`src/rtl/apb_cmd_master_pkg.sv`:
```
// Shared types for the APB command master: FSM states and response status.
package apb_cmd_pkg;

  typedef enum logic [1:0] {
    ST_IDLE,
    ST_SETUP,
    ST_ACCESS,
    ST_RESP
  } state_t;

  typedef enum logic [1:0] {
    RSP_OK,
    RSP_SLVERR,
    RSP_TIMEOUT
  } rsp_status_t;

  // A timeout takes precedence over any error flag, which is unqualified when PREADY is low.
  function automatic rsp_status_t rsp_status(input logic timed_out, input logic slverr);
    if (timed_out) return RSP_TIMEOUT;
    if (slverr) return RSP_SLVERR;
    return RSP_OK;
  endfunction

endpackage

```
`src/rtl/apb_cmd_master_if.sv`:
```
// Command/response stream plus APB3 bus; master = initiator side, slave = requester/peripheral side.
interface apb_cmd_master_if #(
  parameter int ADDR_WIDTH = 12,
  parameter int DATA_WIDTH = 32
);
  logic                  cmd_valid;
  logic                  cmd_ready;
  logic                  cmd_write;
  logic [ADDR_WIDTH-1:0] cmd_addr;
  logic [DATA_WIDTH-1:0] cmd_wdata;
  logic                  rsp_valid;
  logic                  rsp_ready;
  logic [DATA_WIDTH-1:0] rsp_rdata;
  logic                  rsp_err;
  logic                  rsp_timeout;
  logic                  PSEL;
  logic                  PENABLE;
  logic                  PWRITE;
  logic [ADDR_WIDTH-1:0] PADDR;
  logic [DATA_WIDTH-1:0] PWDATA;
  logic [DATA_WIDTH-1:0] PRDATA;
  logic                  PREADY;
  logic                  PSLVERR;

  modport master (
    input  cmd_valid, cmd_write, cmd_addr, cmd_wdata, rsp_ready,
    input  PRDATA, PREADY, PSLVERR,
    output cmd_ready, rsp_valid, rsp_rdata, rsp_err, rsp_timeout,
    output PSEL, PENABLE, PWRITE, PADDR, PWDATA
  );

  modport slave (
    output cmd_valid, cmd_write, cmd_addr, cmd_wdata, rsp_ready,
    output PRDATA, PREADY, PSLVERR,
    input  cmd_ready, rsp_valid, rsp_rdata, rsp_err, rsp_timeout,
    input  PSEL, PENABLE, PWRITE, PADDR, PWDATA
  );
endinterface

```
`src/rtl/apb_cmd_master_timeout_cnt.sv`:
```
// Saturating ACCESS wait-state counter; expired is high while the count sits at TIMEOUT.
module apb_timeout_cnt #(
  parameter int TIMEOUT = 255
) (
  input  logic clk,
  input  logic rst,
  input  logic clear,
  input  logic enable,
  output logic expired
);
  localparam int CW = (TIMEOUT < 1) ? 1 : $clog2(TIMEOUT + 1);
  localparam logic [CW-1:0] LIMIT = CW'(TIMEOUT);

  logic [CW-1:0] r_count;
  logic          w_at_limit;

  assign w_at_limit = (r_count == LIMIT);

  always_ff @(posedge clk or posedge rst) begin
    if (rst) begin
      r_count <= '0;
    end else if (clear) begin
      r_count <= '0;
    end else if (enable && !w_at_limit) begin
      r_count <= r_count + 1'b1;
    end
  end

  // TIMEOUT of zero means wait forever.
  assign expired = (TIMEOUT != 0) && w_at_limit;
endmodule

```
`src/rtl/apb_cmd_master.sv`:
```
// Single-outstanding APB3 initiator: one command in, one SETUP/ACCESS transfer, one response out.
module apb_cmd_master
  import apb_cmd_pkg::*;
#(
  parameter int ADDR_WIDTH = 12,
  parameter int DATA_WIDTH = 32,
  parameter int TIMEOUT    = 255
) (
  input  logic              PCLK,
  input  logic              RESET,
  apb_cmd_master_if.master  bus
);
  state_t                r_state;
  logic                  r_psel;
  logic                  r_penable;
  logic                  r_pwrite;
  logic [ADDR_WIDTH-1:0] r_paddr;
  logic [DATA_WIDTH-1:0] r_pwdata;
  logic                  r_rsp_valid;
  logic [DATA_WIDTH-1:0] r_rsp_rdata;
  logic                  r_rsp_err;
  logic                  r_rsp_timeout;

  logic        w_clear;
  logic        w_enable;
  logic        w_expired;
  logic        w_done;
  rsp_status_t w_status;

  // Clearing during SETUP makes the count read zero on the first ACCESS cycle.
  assign w_clear  = (r_state == ST_SETUP);
  assign w_enable = (r_state == ST_ACCESS) && !bus.PREADY;
  assign w_done   = bus.PREADY || w_expired;
  assign w_status = rsp_status(!bus.PREADY, bus.PSLVERR);

  apb_timeout_cnt #(
    .TIMEOUT (TIMEOUT)
  ) u_timeout (
    .clk     (PCLK),
    .rst     (RESET),
    .clear   (w_clear),
    .enable  (w_enable),
    .expired (w_expired)
  );

  always_ff @(posedge PCLK or posedge RESET) begin
    if (RESET) begin
      r_state       <= ST_IDLE;
      r_psel        <= 1'b0;
      r_penable     <= 1'b0;
      r_pwrite      <= 1'b0;
      r_paddr       <= '0;
      r_pwdata      <= '0;
      r_rsp_valid   <= 1'b0;
      r_rsp_rdata   <= '0;
      r_rsp_err     <= 1'b0;
      r_rsp_timeout <= 1'b0;
    end else begin
      case (r_state)
        ST_IDLE: begin
          if (bus.cmd_valid) begin
            r_pwrite <= bus.cmd_write;
            r_paddr  <= bus.cmd_addr;
            r_pwdata <= bus.cmd_wdata;
            r_psel   <= 1'b1;
            r_state  <= ST_SETUP;
          end
        end
        ST_SETUP: begin
          r_penable <= 1'b1;
          r_state   <= ST_ACCESS;
        end
        ST_ACCESS: begin
          if (w_done) begin
            r_psel        <= 1'b0;
            r_penable     <= 1'b0;
            r_rsp_valid   <= 1'b1;
            r_rsp_err     <= (w_status != RSP_OK);
            r_rsp_timeout <= (w_status == RSP_TIMEOUT);
            r_rsp_rdata   <= (r_pwrite || w_status == RSP_TIMEOUT) ? '0 : bus.PRDATA;
            r_state       <= ST_RESP;
          end
        end
        ST_RESP: begin
          // Response fields return to zero so IDLE presents a quiet response port.
          if (bus.rsp_ready) begin
            r_rsp_valid   <= 1'b0;
            r_rsp_err     <= 1'b0;
            r_rsp_timeout <= 1'b0;
            r_rsp_rdata   <= '0;
            r_state       <= ST_IDLE;
          end
        end
        default: r_state <= ST_IDLE;
      endcase
    end
  end

  assign bus.cmd_ready   = (r_state == ST_IDLE);
  assign bus.PSEL        = r_psel;
  assign bus.PENABLE     = r_penable;
  assign bus.PWRITE      = r_pwrite;
  assign bus.PADDR       = r_paddr;
  assign bus.PWDATA      = r_pwdata;
  assign bus.rsp_valid   = r_rsp_valid;
  assign bus.rsp_rdata   = r_rsp_rdata;
  assign bus.rsp_err     = r_rsp_err;
  assign bus.rsp_timeout = r_rsp_timeout;
endmodule

```
`src/flat_wrapper.sv`:
```
// flat-port wrapper written by rule: the top's interface ports become plain ports
module apb_cmd_master_flat import apb_cmd_pkg::*;
#(
  parameter int ADDR_WIDTH = 12,
  parameter int DATA_WIDTH = 32,
  parameter int TIMEOUT    = 255
)
  (PCLK, RESET, bus_cmd_valid, bus_cmd_write, bus_cmd_addr, bus_cmd_wdata, bus_rsp_ready, bus_PRDATA, bus_PREADY, bus_PSLVERR, bus_cmd_ready, bus_rsp_valid, bus_rsp_rdata, bus_rsp_err, bus_rsp_timeout, bus_PSEL, bus_PENABLE, bus_PWRITE, bus_PADDR, bus_PWDATA);
  apb_cmd_master_if #(.ADDR_WIDTH(ADDR_WIDTH), .DATA_WIDTH(DATA_WIDTH)) bus_i ();
  input  logic PCLK;
  input  logic RESET;
  input wire logic [$bits(bus_i.cmd_valid)-1:0] bus_cmd_valid;
  input wire logic [$bits(bus_i.cmd_write)-1:0] bus_cmd_write;
  input wire logic [$bits(bus_i.cmd_addr)-1:0] bus_cmd_addr;
  input wire logic [$bits(bus_i.cmd_wdata)-1:0] bus_cmd_wdata;
  input wire logic [$bits(bus_i.rsp_ready)-1:0] bus_rsp_ready;
  input wire logic [$bits(bus_i.PRDATA)-1:0] bus_PRDATA;
  input wire logic [$bits(bus_i.PREADY)-1:0] bus_PREADY;
  input wire logic [$bits(bus_i.PSLVERR)-1:0] bus_PSLVERR;
  output wire logic [$bits(bus_i.cmd_ready)-1:0] bus_cmd_ready;
  output wire logic [$bits(bus_i.rsp_valid)-1:0] bus_rsp_valid;
  output wire logic [$bits(bus_i.rsp_rdata)-1:0] bus_rsp_rdata;
  output wire logic [$bits(bus_i.rsp_err)-1:0] bus_rsp_err;
  output wire logic [$bits(bus_i.rsp_timeout)-1:0] bus_rsp_timeout;
  output wire logic [$bits(bus_i.PSEL)-1:0] bus_PSEL;
  output wire logic [$bits(bus_i.PENABLE)-1:0] bus_PENABLE;
  output wire logic [$bits(bus_i.PWRITE)-1:0] bus_PWRITE;
  output wire logic [$bits(bus_i.PADDR)-1:0] bus_PADDR;
  output wire logic [$bits(bus_i.PWDATA)-1:0] bus_PWDATA;
  assign bus_i.cmd_valid = bus_cmd_valid;
  assign bus_i.cmd_write = bus_cmd_write;
  assign bus_i.cmd_addr = bus_cmd_addr;
  assign bus_i.cmd_wdata = bus_cmd_wdata;
  assign bus_i.rsp_ready = bus_rsp_ready;
  assign bus_i.PRDATA = bus_PRDATA;
  assign bus_i.PREADY = bus_PREADY;
  assign bus_i.PSLVERR = bus_PSLVERR;
  assign bus_cmd_ready = bus_i.cmd_ready;
  assign bus_rsp_valid = bus_i.rsp_valid;
  assign bus_rsp_rdata = bus_i.rsp_rdata;
  assign bus_rsp_err = bus_i.rsp_err;
  assign bus_rsp_timeout = bus_i.rsp_timeout;
  assign bus_PSEL = bus_i.PSEL;
  assign bus_PENABLE = bus_i.PENABLE;
  assign bus_PWRITE = bus_i.PWRITE;
  assign bus_PADDR = bus_i.PADDR;
  assign bus_PWDATA = bus_i.PWDATA;
  apb_cmd_master #(.ADDR_WIDTH(ADDR_WIDTH), .DATA_WIDTH(DATA_WIDTH), .TIMEOUT(TIMEOUT)) u_core (.PCLK(PCLK), .RESET(RESET), .bus(bus_i));
endmodule
```
`config.mk`:
```
export PLATFORM = sky130hd
export DESIGN_NAME = apb_cmd_master_flat
export DESIGN_NICKNAME = d
export VERILOG_FILES = /design/src/rtl/apb_cmd_master_pkg.sv /design/src/rtl/apb_cmd_master_if.sv /design/src/rtl/apb_cmd_master_timeout_cnt.sv /design/src/rtl/apb_cmd_master.sv /design/src/flat_wrapper.sv
export SDC_FILE = /design/constraint.sdc
export NUM_CORES = 1
export LEC_CHECK = 0
export CORE_UTILIZATION = 39
export CTS_BUF_LIST = sky130_fd_sc_hd__clkbuf_4
export CTS_CLUSTER_SIZE = 20
export DETAILED_ROUTE_END_ITERATION = 6
export GPL_TIMING_DRIVEN = 0
export PLACE_DENSITY_LB_ADDON = 0.08
export SLEW_MARGIN = 0
export SYNTH_ARGS = -nofsm -noshare
export SYNTH_HDL_FRONTEND = slang
export SYNTH_SLANG_ARGS = --single-unit
```
`constraint.sdc`:
```
create_clock -name PCLK -period 3.01 [get_ports PCLK]
set_clock_uncertainty 0.2 [all_clocks]
set_input_delay 0.602 -clock PCLK [delete_from_list [all_inputs] [get_ports PCLK]]
set_output_delay 0.602 -clock PCLK [all_outputs]
set_load 0.005 [all_outputs]
```
==> summary.md, run 1 <==
| Metric | Value |
|---|---|
| Compound-cell area share of the yosys netlist | `0.110` |
| Share of cells above drive strength 1 | `0.166` |
| Vias in the first global route | `2808` |
| CTS Buf Count | `9` |
| Storage cell area | `2300 µm²` |
| PwrDens | `945 nW/µm²` |
| CTS Hold Bufs | `0` |
| Synth Register Bits | `92` |
| Initial core utilization | `0.409` |
| Status | `complete, but fails checks` |
| Simple-gate portion of the synthesized area | `0.0450` |
| Worst-path clk slew | `150 ps` |
| Crit path DAT | `2770 ps` |
| Die span in x | `98.3 µm` |
| Worst reg2reg path depth | `7` |
| CTS tree | `done` |
| Yosys Warn Count | `0` |
| Synthesized netlist net count | `344` |
| First-pass GRT wire length | `13800 µm` |
| Post-Syn Instances | `256` |
| Die area | `9660 µm²` |
| Final Hold Vio Count | `0` |
| Tmin final | `2610 ps` |
| Largest net degree at the start of global routing | `41` |
| Synth top area cells | `dfrtp_1 64%, mux2_2 14%, a22o_1 8.0%` |
| Final setup viols | `0` |
| Power, Total | `5300 µW` |
| Mux contribution to synthesized area | `0.149` |
| Dpl hpwl | `6390 µm` |
| Synth top area share | `0.637` |
| Post-CTS Setup Inserts | `0` |
| Total wire length | `8510 µm` |
| Fmax | `384 MHz` |
| Area grow syn2layout | `55.0%` |
| Fillers | `733` |
| Sequential area share after synthesis | `0.637` |
| Kind of critical path | `reg -> reg` |
| CP startpoint kind | `flip-flop` |
| Total GRT Usage | `0.184` |
| DRT Pass-1 Iters | `7` |
| Clock share of power | `0.141` |
| Clock latency on the worst-skew pair | `430 ps` |
| Post-Syn Area | `3620 µm²` |
| Number of gates resized after cts | `0` |
| Max-slew violation count | `0` |
| H-tree depth | `3` |
| CTS Root Cell | `clkbuf_4` |
| PortBufs | `165` |
| HP Class | `reg -> reg` |
| Switching power | `1550 µW` |
| Antenna diodes | `0` |
| Vias post-DR | `2718` |
| Vias per inst | `4.97` |
| Violated checks | `DRC` |
| Chip Height | `98.3 µm` |
| Post-layout net count | `522` |
| Synth Area in XOR/XNOR | `0.0121` |
| Main combinational cell family by area after synthesis | `multiplexers` |
| GRT Residual Overflow | `0` |
| Num ports | `166` |
| Internal | `3740 µW` |
| Area taken by multi-input logic gates | `1210 µm²` |
| MaxCap Viol Count | `0` |
| Antenna viol nets, final | `0` |
| Drt drc | `12` |
| Maximum VDD drop | `0.445 mV` |
| Slew @ Worst Pin | `1040 ps` |
| Switching part of the total | `0.293` |
| Initial antenna violation count | `0` |
| Synth area leader | `dfrtp_1` |
| Synth cell types | `33` |
| Starting DRT DRC Count | `75` |
| Area of the core | `8850 µm²` |
| Gpl congestion | `0.728` |
| Fin Setup TNS | `0 ps` |
| WL per Instance | `15.6 µm` |
| Hold depth | `1` |
| Adder-cell share of the synthesized area | `0.0173` |
| Req. time, crit path | `3170 ps` |
| Seq pwr share | `0.397` |
| Comb pwr share | `0.463` |
| Final period util | `0.866` |
| Static Leak | `0.00244 µW` |
| CP Max Fanout | `10` |
| Synth Area per Inst | `14.1 µm²` |
| Largest buffer count on any clock path | `2` |
| Unrepaired setup endpoints after global routing | `no` |
| Setup crit end kind | `flip-flop` |
| CTS Sinks | `92` |
| Rows | `34` |
| Slew headroom | `0.303` |
[worst max-delay path, stage by stage (launching register included)]
cell and delay, ps:
dfrtp_1 430, inv_1 110, ha_1 140, buf_2 180, inv_1 80, nor4_1 840, buf_2 370, a22o_1 190
[worst paths after layout]
check | from | end | slack (ps)
hold reg to reg | u_core.bus.rsp_rdata[22] | u_core.bus.rsp_rdata[22] | 310
max in group asynchronous | RESET | u_core.u_timeout.r_count[6] | 1390
hold / removal | u_core.bus.rsp_rdata[22] | u_core.bus.rsp_rdata[22] | 310
setup / recovery | u_core.r_state[0] | u_core.bus.rsp_rdata[19] | 400
min in group asynchronous | RESET | u_core.u_timeout.r_count[2] | 390
setup reg to reg | u_core.r_state[0] | u_core.bus.rsp_rdata[19] | 400
[routing by layer]
layer / global-route usage / vias up / wire [µm]
met1: 0.227 / 1312 / 3580
li1: - / 1275 / -
met3: 0.0744 / 14 / 899
met4: 0.0723 / 0 / 158
met5: 0 / - / 0
met2: 0.290 / 117 / 3880
[cells in the final DEF, fill, tap and decap left out, types with 3 or more instances in the layout]
master           netlist  routed
dfrtp_1               92      92
nor2_1                12      12
inv_1                  7       6
clkinvlp_4             0       3
nand2_1               11      11
clkbuf_4               0       9
mux2_2                46      46
clkdlybuf4s50_1        0     165
o21ai_0                3       3
xnor2_1                4       4
ha_1                   5       5
nand2b_1               3       3
buf_2                  8       8
a22o_1                33      33
clkbuf_1               4       4
a21oi_1                3       3
nand3_1                3       3
[logic make-up after synthesis]
family	Yosys count
xor gates and xnor gates	5
AOI/OAI and AO/OA	49
DFF	92
buffers and inverters	22
and+or+nand+nor	35
adders and majority gates	5
muxes	48
[cell type report]
type / instances / area share
inverters: 7 / 0.00536
plain buffers: 15 / 0.0145
repair buffers: 167 / 0.302
well taps: 108 / 0.0241
multi-input cells: 142 / 0.215
clock buffers: 9 / 0.0121
clock inverters: 7 / 0.0163
flip-flops and latches: 92 / 0.411
[registers in the layout, summed over array words and instances (netlist names)]
signal and cells:
u_core.bus.rsp_valid 1, u_core.r_state 2, u_core.bus.PWDATA 32, u_core.bus.PSEL 1, u_core.u_timeout.r_count 8, u_core.bus.rsp_rdata 32, u_core.bus.PADDR 12, u_core.bus.rsp_err 1
u_core.bus.PENABLE 1, u_core.bus.PWRITE 1, u_core.bus.rsp_timeout 1
[power by group through the flow]
stage          registers (µW)  logic (µW)  clock network [µW]
3_3_place_gp             2100        2440                   0
5_1_grt                  2180        2670                 820
6_report                 2100        2450                 745
4_1_cts                  2110        2490                 768
3_5_place_dp             2140        2470                   0
2_1_floorplan            2170         951                   0
[cells in the mapped netlist]
cell       count
a2111oi_0      2
a211oi_1       1
a21o_1         1
a21oi_1        3
a22o_1        33
a22oi_1        1
a31oi_1        1
a32o_1         1
and3_1         1
and4_1         1
buf_1          1
buf_2          8
buf_6          2
clkbuf_1       4
dfrtp_1       92
ha_1           5
inv_1          7
mux2_2        46
mux2i_1        2
nand2_1       11
nand2b_1       3
nand3_1        3
nor2_1        12
nor3_1         1
nor4_1         1
nor4b_1        1
o211ai_1       1
o21ai_0        3
o2bb2ai_1      1
o31ai_1        1
or4_1          1
xnor2_1        4
xor2_1         1
[through the flow]
step	hold slack [ps]	setup slack (ps)	cells	area [µm²]	utilization
after floorplan	289	960	256	3620	-
after global placement	282	30.8	529	5410	0.611
after detailed placement	281	50.1	531	5450	0.616
after CTS	316	375	547	5610	0.633
after global routing	330	181	547	5610	0.633
final	309	404	547	5610	0.633
Power figures use the tool's default switching activity.
==> run 2: changes to the inputs <==
--- a/config.mk
+++ b/config.mk
@@ -14,4 +14,5 @@
 export SLEW_MARGIN = 0
 export SYNTH_ARGS = -nofsm -noshare
 export SYNTH_HDL_FRONTEND = slang
+export SYNTH_HIERARCHICAL = 1
 export SYNTH_SLANG_ARGS = --single-unit
==> summary.md, run 2 <==
| Metric | Value |
|---|---|
| Cell count after placement | `552` |
| Total GRT Usage | `0.183` |
| Post-layout net count | `523` |
| Worst reg2reg path depth | `7` |
| Area after DPL | `5570 µm²` |
| Design Area, Final | `5690 µm²` |
| Gpl congestion | `0.739` |
| Final period util | `0.839` |
| Number of gates resized after cts | `0` |
| H-tree depth | `3` |
| Worst-path clk slew | `130 ps` |
| Num ports | `166` |
| Total wire length | `8810 µm` |
| Chip Height | `99.8 µm` |
| Share of cells above drive strength 1 | `0.194` |
| Initial core utilization | `0.403` |
| Fmax | `396 MHz` |
| Worst setup margin | `486 ps` |
| Maximum VDD drop | `0.493 mV` |
| Clock latency on the worst-skew pair | `400 ps` |
| WL per Instance | `15.5 µm` |
| Hold Path Sink | `u_core/bus.rsp_err` |
| Unrepaired setup endpoints after global routing | `no` |
| CTS Buf Count | `9` |
| CP startpoint kind | `flip-flop` |
| Buf/Inv on CP | `2` |
| Post-Syn Area | `3730 µm²` |
| Area grow syn2layout | `52.7%` |
| Ys async rst share | `1.00` |
| Final Hold Vio Count | `0` |
| Dpl hpwl | `6510 µm` |
| PortBufs | `165` |
| Synthesized netlist net count | `346` |
| Initial antenna violation count | `0` |
| Drt drc | `0` |
| CP Max Fanout | `4` |
| Vias post-DR | `2760` |
| Synth Area per Inst | `14.5 µm²` |
| Antenna diodes | `0` |
| Rows | `35` |
| CTS tree | `done` |
| Final setup viols | `0` |
| Largest stage delay, worst path | `550 ps` |
| R2R setup slack | `540 ps` |
| Kind of critical path | `reg -> out` |
| Synth Register Bits | `92` |
| Yosys Warn Count | `6` |
| Tmin final | `2520 ps` |
| Largest buffer count on any clock path | `2` |
| Max-slew violation count | `0` |
| DRT Pass-1 Iters | `4` |
| Die span in x | `99.8 µm` |
| Cell family with most CP delay | `buffers and inverters` |
| HP Class | `reg -> reg` |
| GRT Residual Overflow | `0` |
| PwrDens | `919 nW/µm²` |
| CTS Sinks | `92` |
| Slew @ Worst Pin | `628 ps` |
| Area of the core | `9240 µm²` |
| MaxCap Viol Count | `0` |
| Post-Syn Instances | `257` |
| Number of enable flip-flop cells after synthesis | `0` |
| Cell Chain, Critical Path | `inv_1 -> ha_1 -> clkdlybuf4s50_1` |
| Commonest non-fill, non-tap cells in the layout | `165 x clkdlybuf4s50_1, 92 x dfrtp_1, 47 x mux2_2` |
| Post-CTS Setup Inserts | `0` |
| Final core utilization | `0.616` |
| Setup slack after placement | `367 ps` |
| Status | `finished clean` |
| Synth top area cells | `dfrtp_1 62%, mux2_2 14%, a22o_1 7.8%` |
| Fin Setup TNS | `0 ps` |
| Synth top area share | `0.618` |
| Vias in the first global route | `2880` |
| Sequential area share after synthesis | `0.618` |
| Req. time, crit path | `2210 ps` |
| CTS Root Cell | `clkbuf_4` |
| Worst path slowest cell | `clkdlybuf4s50_1` |
| R2r endpoint | `u_core/r_state[1]` |
| Antenna viol nets, final | `0` |
| Slew headroom | `0.580` |
| Most frequent cells after synthesis | `92 x dfrtp_1, 47 x mux2_2, 33 x a22o_1, 10 x buf_2` |
| Synth area leader | `dfrtp_1` |
| CTS Hold Bufs | `0` |
| Count leader, synth | `dfrtp_1` |
| First-pass GRT wire length | `14100 µm` |
| Hold depth | `1` |
| Static Leak | `0.00247 µW` |
| Prevailing post-synth register cell | `dfrtp_1` |
| Non-Filler Instances | `568` |
| Commonest non-fill, non-tap cell in the layout | `clkdlybuf4s50_1` |
| Crit path DAT | `1720 ps` |
| R2r startpoint | `u_core/u_timeout/r_count[0]` |
| Synth cell types | `36` |
| Setup crit end kind | `primary output` |
| Starting DRT DRC Count | `72` |
| Largest net degree at the start of global routing | `55` |
| Hold wc startpoint | `u_core/bus.rsp_err` |
| Die area | `9950 µm²` |
| Vias per inst | `4.86` |
run 2: changes by cell type after synthesis, sizes merged, moves of 2 or more:
cell,before,now
a41oi,0,2
nand2,11,4
xnor2,4,0
clkbuf,4,0
nand4,0,2
mux2,46,50
a2111oi,2,0
nor2,12,6
nor3b,0,2
o21ai,3,5
a21oi,3,5
nor2b,0,5
buf,11,14
run 2: layout make-up:
class	count	area, µm²
Multi-Input combinational cell	144	1290
Fill cell	773	3550
Buffer	15	108
Tap cell	129	161
Inverter	6	25.0
Clock inverter	5	37.5
Timing Repair Buffer	166	1680
Sequential cell	92	2300
Clock buffer	11	82.6
run 2: how the worst max path moves through the flow:
stage                                      startpoint                          end  slack [ps]  cells past startpoint
after floorplan                                 RESET          u_core/bus.PADDR[0]          40                      1
after global placement                          RESET         u_core/bus.PWDATA[0]       -1420                      2
after detailed placement                   bus_PREADY  u_core/u_timeout/r_count[5]         370                      5
after CTS                           u_core/r_state[0]                bus_cmd_ready         440                      3
after global routing      u_core/u_timeout/r_count[0]            u_core/r_state[1]         350                      7
final                               u_core/r_state[0]                bus_cmd_ready         490                      3
run 2: per-layer routing:
metal | track usage | vias up | wire length (µm)
li1 | - | 1291 | -
met1 | 0.232 | 1371 | 3700
met2 | 0.299 | 94 | 4440
met3 | 0.0590 | 4 | 614
met4 | 0.0543 | 0 | 52
met5 | 0 | - | 0
run 2: kinds of logic (layout without fill, tap and decap cells):
family | Yosys count | count (layout) | share of synthesized area
compound gates | 56 | 56 | 0.123
simple gates | 30 | 30 | 0.0456
mux | 52 | 52 | 0.158
flops | 92 | 92 | 0.618
fa+ha+maj | 6 | 6 | 0.0201
buf+inv | 21 | 203 | 0.0349
run 2: per-stage QoR:
step	total power, µW	hold slack, ps
2_1_floorplan	3190	218
3_3_place_gp	4610	278
3_5_place_dp	4690	285
4_1_cts	5310	306
5_1_grt	5590	301
6_report	5230	312
run 2: power by group:
group	internal [µW]	switching [µW]	leakage [µW]
sequential	1810	328	0.00116
clock	192	405	0.0000635
combinational	1670	832	0.00125
